`src/rtl/mult_pkg.sv`:
```
// Shared types and defaults for the sequential shift-and-add multiplier.
package mult_pkg;

  localparam int WIDTH_DEF = 4;

  typedef enum logic [1:0] {
    IDLE = 2'd0,
    RUN  = 2'd1,
    DONE = 2'd2
  } mult_state_t;

endpackage

```
`src/rtl/mult_sign_mag.sv`:
```
// Splits one operand into magnitude and sign; a plain pass-through in unsigned mode.
module mult_sign_mag #(
  parameter int WIDTH = 4
) (
  input  logic [WIDTH-1:0] val,
  input  logic             signed_mode,
  output logic [WIDTH-1:0] mag,
  output logic             sign
);

  // The most-negative value maps onto 2^(WIDTH-1), which still fits unsigned.
  always_comb begin
    sign = signed_mode & val[WIDTH-1];
    mag  = sign ? WIDTH'(~val + 1'b1) : val;
  end

endmodule

```
`src/rtl/mult_seq_ctrl.sv`:
```
// Shift-and-add multiplier: one partial product per cycle, valid/ready on both sides.
//   state | meaning
//   IDLE  | in_ready high, waiting for operands
//   RUN   | WIDTH accumulate steps, inputs ignored
//   DONE  | product presented, held until out_ready
module mult_seq_ctrl
  import mult_pkg::*;
#(
  parameter int WIDTH = WIDTH_DEF,
  parameter int CNT_W = $clog2(WIDTH + 1)
) (
  input  logic               clk,
  input  logic               reset_n,
  input  logic               in_valid,
  output logic               in_ready,
  input  logic [WIDTH-1:0]   a,
  input  logic [WIDTH-1:0]   b,
  input  logic               signed_mode,
  output logic               out_valid,
  input  logic               out_ready,
  output logic [2*WIDTH-1:0] p,
  output logic               busy
);

  localparam int PW = 2 * WIDTH;

  mult_state_t      state_q, state_d;
  logic [PW-1:0]    acc_q, acc_d;
  logic [PW-1:0]    mcand_q, mcand_d;
  logic [WIDTH-1:0] mplier_q, mplier_d;
  logic [CNT_W-1:0] cnt_q, cnt_d;
  logic             neg_q, neg_d;
  logic [PW-1:0]    p_q, p_d;
  logic             in_ready_q, in_ready_d;
  logic             out_valid_q, out_valid_d;
  logic             busy_q, busy_d;

  logic [WIDTH-1:0] a_mag, b_mag;
  logic             a_sign, b_sign;
  logic [PW-1:0]    acc_step;

  mult_sign_mag #(.WIDTH(WIDTH)) u_sm_a (
    .val         (a),
    .signed_mode (signed_mode),
    .mag         (a_mag),
    .sign        (a_sign)
  );

  mult_sign_mag #(.WIDTH(WIDTH)) u_sm_b (
    .val         (b),
    .signed_mode (signed_mode),
    .mag         (b_mag),
    .sign        (b_sign)
  );

  always_comb begin
    state_d  = state_q;
    acc_d    = acc_q;
    mcand_d  = mcand_q;
    mplier_d = mplier_q;
    cnt_d    = cnt_q;
    neg_d    = neg_q;
    p_d      = p_q;
    acc_step = acc_q + (mplier_q[0] ? mcand_q : '0);

    case (state_q)
      IDLE: begin
        if (in_valid) begin
          state_d  = RUN;
          mcand_d  = {{WIDTH{1'b0}}, a_mag};
          mplier_d = b_mag;
          neg_d    = a_sign ^ b_sign;
          acc_d    = '0;
          cnt_d    = '0;
        end
      end
      RUN: begin
        acc_d    = acc_step;
        mcand_d  = mcand_q << 1;
        mplier_d = mplier_q >> 1;
        cnt_d    = cnt_q + 1'b1;
        // Last step: the sign is applied to the completed sum, modulo 2^PW.
        if (cnt_q == CNT_W'(WIDTH - 1)) begin
          state_d = DONE;
          p_d     = neg_q ? PW'(-acc_step) : acc_step;
        end
      end
      DONE: begin
        if (out_ready) state_d = IDLE;
      end
      default: state_d = IDLE;
    endcase

    in_ready_d  = (state_d == IDLE);
    out_valid_d = (state_d == DONE);
    busy_d      = (state_d == RUN) || (state_d == DONE);
  end

  always_ff @(posedge clk or negedge reset_n) begin
    if (!reset_n) begin
      state_q     <= IDLE;
      acc_q       <= '0;
      mcand_q     <= '0;
      mplier_q    <= '0;
      cnt_q       <= '0;
      neg_q       <= 1'b0;
      p_q         <= '0;
      in_ready_q  <= 1'b1;
      out_valid_q <= 1'b0;
      busy_q      <= 1'b0;
    end else begin
      state_q     <= state_d;
      acc_q       <= acc_d;
      mcand_q     <= mcand_d;
      mplier_q    <= mplier_d;
      cnt_q       <= cnt_d;
      neg_q       <= neg_d;
      p_q         <= p_d;
      in_ready_q  <= in_ready_d;
      out_valid_q <= out_valid_d;
      busy_q      <= busy_d;
    end
  end

  assign in_ready  = in_ready_q;
  assign out_valid = out_valid_q;
  assign busy      = busy_q;
  assign p         = p_q;

endmodule

```
`config.mk`:
```
export PLATFORM = sky130hd
export DESIGN_NAME = mult_seq_ctrl
export DESIGN_NICKNAME = d
export VERILOG_FILES = /design/src/rtl/mult_pkg.sv /design/src/rtl/mult_sign_mag.sv /design/src/rtl/mult_seq_ctrl.sv
export SDC_FILE = /design/constraint.sdc
export NUM_CORES = 1
export LEC_CHECK = 0
export BUFFER_PORTS_ARGS = -buffer_cell sky130_fd_sc_hd__buf_2
export CAP_MARGIN = 10
export CORE_MARGIN = 3
export CORE_UTILIZATION = 50
export CTS_CLUSTER_DIAMETER = 150
export DETAILED_ROUTE_END_ITERATION = 10
export GPL_TIMING_DRIVEN = 1
export PLACE_DENSITY = 0.82
export SLEW_MARGIN = 20
export SYNTH_ARGS = -nofsm -noshare
export SYNTH_HDL_FRONTEND = slang
export SYNTH_SLANG_ARGS = --single-unit
```
`constraint.sdc`:
```
create_clock -name clk -period 2.6 [get_ports clk]
set_input_delay 0.26 -clock clk [delete_from_list [all_inputs] [get_ports clk]]
set_output_delay 0.26 -clock clk [all_outputs]
set_load 0.01 [all_outputs]
```
Word level (Yosys, flattened, before mapping)
Index checks and enable logic that the tools add are counted.
{"block": "op_classes", "n_addsub": 5, "bitwise_logic": 5, "n_reduce_logical": 7, "muxes": 16, "eq_ne": 6}
{"op": "8-bit two-way mux", "count": 4}
{"op": "8-bit one-hot mux with 2 select lines", "count": 2}
{"op": "4-bit two-way mux", "count": 3}
{"op": "4-bit by 1-bit adder with 4-bit output, second input constant", "count": 2}
{"op": "8-bit adder", "count": 1}
{"op": "8-bit negation", "count": 1}
{"op": "4-bit NOT", "count": 2}
{"op": "4-bit one-hot mux with 2 select lines", "count": 1}
{"op": "2-bit two-way mux", "count": 3}
{"op": "2-bit one-hot mux with 3 select lines", "count": 1}
{"op": "3-bit one-hot mux with 2 select lines", "count": 1}
{"op": "2-bit AND reduction", "count": 3}
{"op": "2-bit by 1-bit == test with 1-bit output, second input constant", "count": 2}
{"op": "2-bit == test, second input constant", "count": 2}
{"op": "2-bit logical NOT", "count": 2}
{"op": "3-bit by 1-bit adder with 3-bit output, second input constant", "count": 1}
{"op": "3-bit by 2-bit == test with 1-bit output, second input constant", "count": 1}
{"op": "3-bit two-way mux", "count": 1}
{"op": "1-bit bitwise AND", "count": 2}
{"op": "2-bit inequality test, second input constant", "count": 1}
{"op": "2-bit nonzero test", "count": 1}
{"op": "1-bit logical OR", "count": 1}
{"op": "1-bit bitwise XOR", "count": 1}
{"block": "totals", "elab_cells": 49, "reg_bits": 37}

Longest topological paths before layout
{"block": "logic_depth", "ltp_word": 5, "depth_mapped": 9, "ltp_nobuf": 9}

Cells and area by module
A second synthesis with hierarchy kept.
{"block": "unflattened", "hier_cells": 213, "hier_area_um2": 2082.0}
{"mod": "mult_seq_ctrl", "cells_each": 191, "n_inst": 1, "seq_area_each_um2": 927.1, "area_per_inst_um2": 1934.4}
{"mod": "mult_sign_mag", "cells_each": 11, "n_inst": 2, "seq_area_each_um2": 0.0, "area_per_inst_um2": 73.8}

Worst setup path after synthesis
OpenSTA, ideal clock, no wires.
{"block": "synth_timing", "path_type": "register to register", "startpoint": "register mplier_q[0]", "endpoint": "register p_q[7], in the netlist p[7]", "path_buffers": 0, "path_stages_with_launch": 10, "path_slack_ns": -0.100, "arrival_ns": 2.608, "setup_ns": 0.092, "t_required_ns": 2.508, "cell_sequence": "dfrtp_1 > and2_1 > ha_1 > fa_1 > a211oi_2 > nor2_1 > a311o_1 > o41ai_2 > and3b_1 > o31ai_2"}
{"block": "synth_via", "elab_chain_cells": 4}
{"element": "start, declared", "line": "mult_seq_ctrl.sv:30", "rtl": "logic [WIDTH-1:0] mplier_q, mplier_d;"}
{"element": "start signal, assigned", "line": "mult_seq_ctrl.sv:115", "rtl": "mplier_q <= mplier_d;"}
{"element": "8-bit two-way mux (*)", "line": "mult_seq_ctrl.sv:64", "rtl": "acc_step = acc_q + (mplier_q[0] ? mcand_q : '0);"}
{"element": "8-bit adder (*)", "line": "mult_seq_ctrl.sv:64"}
{"element": "8-bit negation", "line": "mult_seq_ctrl.sv:85", "rtl": "p_d = neg_q ? PW'(-acc_step) : acc_step;"}
{"element": "8-bit two-way mux (*)", "line": "mult_seq_ctrl.sv:85"}
{"element": "end signal, assigned", "line": "mult_seq_ctrl.sv:118", "rtl": "p_q <= p_d;"}
{"element": "end, declared", "line": "mult_seq_ctrl.sv:33", "rtl": "logic [PW-1:0] p_q, p_d;"}
Every way passes the cells marked *; elsewhere a longest branch is shown, timed or not.
A chain may end at the register's enable or synchronous reset.

Final worst setup path
Ends and elaborated chain as after synthesis.

==> metrics.cfg <==
[run_status]
status=finished, final reports clean

[place]
place_hpwl_mm=3.34
standard_cell_area_after_detailed_placement_mm2=0.00237
globalplace.congestion=0.832
io_buffer_count=23

[timing]
holdWs_ns=0.0467
hold_violations=0
worst_slew_margin_rel=0.470
tightestPinTransition_ns=0.794
timing_max_transition_violations_final=0
grt_setup_unrepaired=true
post-route-period-util=0.992
final-setup-viol-count=0
fmax_ghz=0.388
timing.final.crit_period_ns=2.58
finalClockSkew_ns=0.0114

[clock_tree]
clock_pin_slew_of_the_registers_on_the_worst_case_setup_and_hold_paths_ns=0.08
post-cts-setup-buffers=0
insertion_delay_ns=0.30
clock_tree_from_tritoncts=done
hold_buffers=0
ctsHtreeMaxLevel=2
tritoncts_num_sinks=37
cts_inserted_buffers=5
clock_tree.buffer_depth=2
ctsRootBufferMaster=clkbuf_8

[cells_and_area]
multi_input_area_mm2=0.00116
area_of_all_placed_cells_without_fillers_mm2=0.00252
layout_common_cells=nand2_1, dfrtp_1, o21ai_0, buf_2, nor2_1
area.growth.synth_to_final_pct=17.5
finish.net_count=294
antenna_cells=0
final_layout_size_suffix_gt1_frac=0.225
layout.cells.most_common=nand2_1
final-seq-area_um2=928
final.fill_count=334

[logic_synthesis]
post_synth.cell_area_avg_um2=9.20
mappedNetlistNets=261
postSynth.asyncResetShare=1.00
yosys.cell_types.count=46
post_syn_instances=233
netlist_area_before_placement_mm2=0.00214
yosysSeqAreaShare=0.433
edff_count_synth=0
ys_warn_count=0
synth-main-ff-cell=dfrtp_1
yosys_register_bits=37

[floorplanning]
boundaryPins=24
placement_rows=23
initial_utilization=0.528
fp.dieArea_mm2=0.00511
die_h_um=71.5
die_width_um=71.5
core-area_mm2=0.00406

[critical_path]
worstSetupPathType=flip-flop to flip-flop
worst-path-max-fanout=8
rrSetupSlack_ns=0.02
slowest_delay_ns=0.45
cp_startpoint_kind=flip-flop
crit_path_end_kind=flip-flop
master_of_the_slowest_instance_on_the_critical_path=dfrtp_2
cp.arrival_ns=2.79
worst_ep_required_time_ns=2.82
timing.critical_path.cells=and2_4 > ha_2 > fa_2 > a211oi_2 > buf_4 > o21ba_4 > o22ai_4 > o41ai_2 > and3b_1 > o31ai_2
timing.critical_path.max_delay_family=compound AO/OA/AOI/OAI gates
cp.buffers_inverters=1

[route]
overall_via_count_from_detail_route=1783
drt_iter0_drc=52
drcViolationCount=0
via_density=5.62
postRouteAntennaNets=0
detailedRoute.firstPassIterationCount=5
finalWirelength_mm=4.41
average_wire_per_standard_cell_um=13.9

[hold_path]
worst_hold_path_type=primary input to async pin

[global_routing]
gr-total-overflow=0
grt_first_pass_wirelength_mm=7.87
largest_net_degree_at_the_start_of_global_routing=38
vias_in_the_first_global_route=1778
number_of_antenna_violations_at_the_first_check_in_global_routing=0
groute.usage.overall=0.196

[pwr]
power_per_cell_area_mw_per_mm2=1210
power.ir.vdd_worst_uv=878
leakage_nw=1.25

[run]
drv_cap=0

-- cells by family (layout without fill, tap and decap cells) --
logic type / Yosys count / count (layout) / synth area share
buf+inv: 21 / 55 / 0.0403
compound gates: 56 / 56 / 0.180
fa+ha+maj: 15 / 15 / 0.0911
mux: 3 / 3 / 0.0140
flops: 37 / 37 / 0.433
simple gates: 91 / 91 / 0.201
xor+xnor: 10 / 10 / 0.0409
-- cell usage after synthesis (all sizes together), types with 2 or more instances --
| library cell | number | area share |
|---|---|---|
| nand2 | 41 | 0.072 |
| dfrtp | 36 | 0.42 |
| o21ai | 25 | 0.058 |
| nor2 | 15 | 0.026 |
| ha | 14 | 0.082 |
| nand3 | 13 | 0.030 |
| inv | 12 | 0.021 |
| and2 | 11 | 0.033 |
| clkbuf | 8 | 0.014 |
| xor2 | 6 | 0.025 |
| a22oi | 5 | 0.018 |
| a21oi | 4 | 0.0093 |
| o31ai | 4 | 0.016 |
| xnor2 | 4 | 0.016 |
| mux2i | 3 | 0.014 |
| a211oi | 2 | 0.0093 |
| a21o | 2 | 0.0070 |
| a22o | 2 | 0.0088 |
| a311o | 2 | 0.0099 |
| and3 | 2 | 0.0088 |
| nand2b | 2 | 0.0058 |
| nor2b | 2 | 0.0058 |
| nor3b | 2 | 0.0093 |
-- final cells by class --
| cell class | instances | share of cell area |
|---|---|---|
| sequential | 37 | 0.369 |
| timing repair buffer | 35 | 0.0815 |
| clock inverter | 3 | 0.0174 |
| tap | 50 | 0.0249 |
| clock buffer | 5 | 0.0273 |
| multi-input combinational | 175 | 0.462 |
| inverter | 12 | 0.0179 |
-- final timing paths --
check | from | to | cells after the start
worst min register to register | p[0]$_DFFE_PN0P_ | p[0]$_DFFE_PN0P_ | 2
min in group clk | b[3] | mplier_q[3]$_DFFE_PN0P_ | 3
worst max register to register | mplier_q[0]$_DFFE_PN0P_ | p[7]$_DFFE_PN0P_ | 10
max in group asynchronous | reset_n | mplier_q[0]$_DFFE_PN0P_ | 1
worst max-delay path | mplier_q[0]$_DFFE_PN0P_ | p[7]$_DFFE_PN0P_ | 10
worst min-delay path | reset_n | mplier_q[3]$_DFFE_PN0P_ | 1
-- metrics by stage --
stage          setup TNS [ns]  cells  setup WS, ns  total power, mW  utilization
2_1_floorplan               0    233       0.00854             2.04            -
3_3_place_gp                0    309        0.0222             2.43        0.585
3_5_place_dp          -0.0903    309       -0.0903             2.51        0.585
4_1_cts              -0.00624    317      -0.00624             3.07        0.619
5_1_grt                -0.169    317        -0.137             3.34        0.620
6_report                    0    317        0.0206             3.05        0.620
-- flip-flops by register name (all words and copies together) (netlist names) --
signal     count
acc_q          8
mcand_q        8
p              8
mplier_q       4
cnt_q          3
state_q        2
busy           1
in_ready       1
neg_q          1
out_valid      1
-- repair_timing --
item / in CTS / in global routing
setup endpoints to repair: 1 / 2
resized for setup: 6 / 2
pin swaps: 5 / 0
-- worst register-to-register path: cells and delay by family (launching register included) --
kind / cells / cell delay (ns)
fa+ha+maj: 2 / 0.55
simple gates: 2 / 0.40
compound gates: 5 / 0.95
buf+inv: 1 / 0.16
flops: 1 / 0.45
-- power by group --
group / leakage (nW) / internal [mW] / switching, mW
sequential: 0.475 / 0.823 / 0.158
combinational: 0.716 / 0.676 / 0.897
clock: 0.0585 / 0.287 / 0.213
-- layer usage --
metal  track usage  wire length, um
met3        0.0449              256
met1         0.237             1850
met5             0                0
met4        0.0668               67
met2         0.344             2230
(Power assumes the default switching activity.)
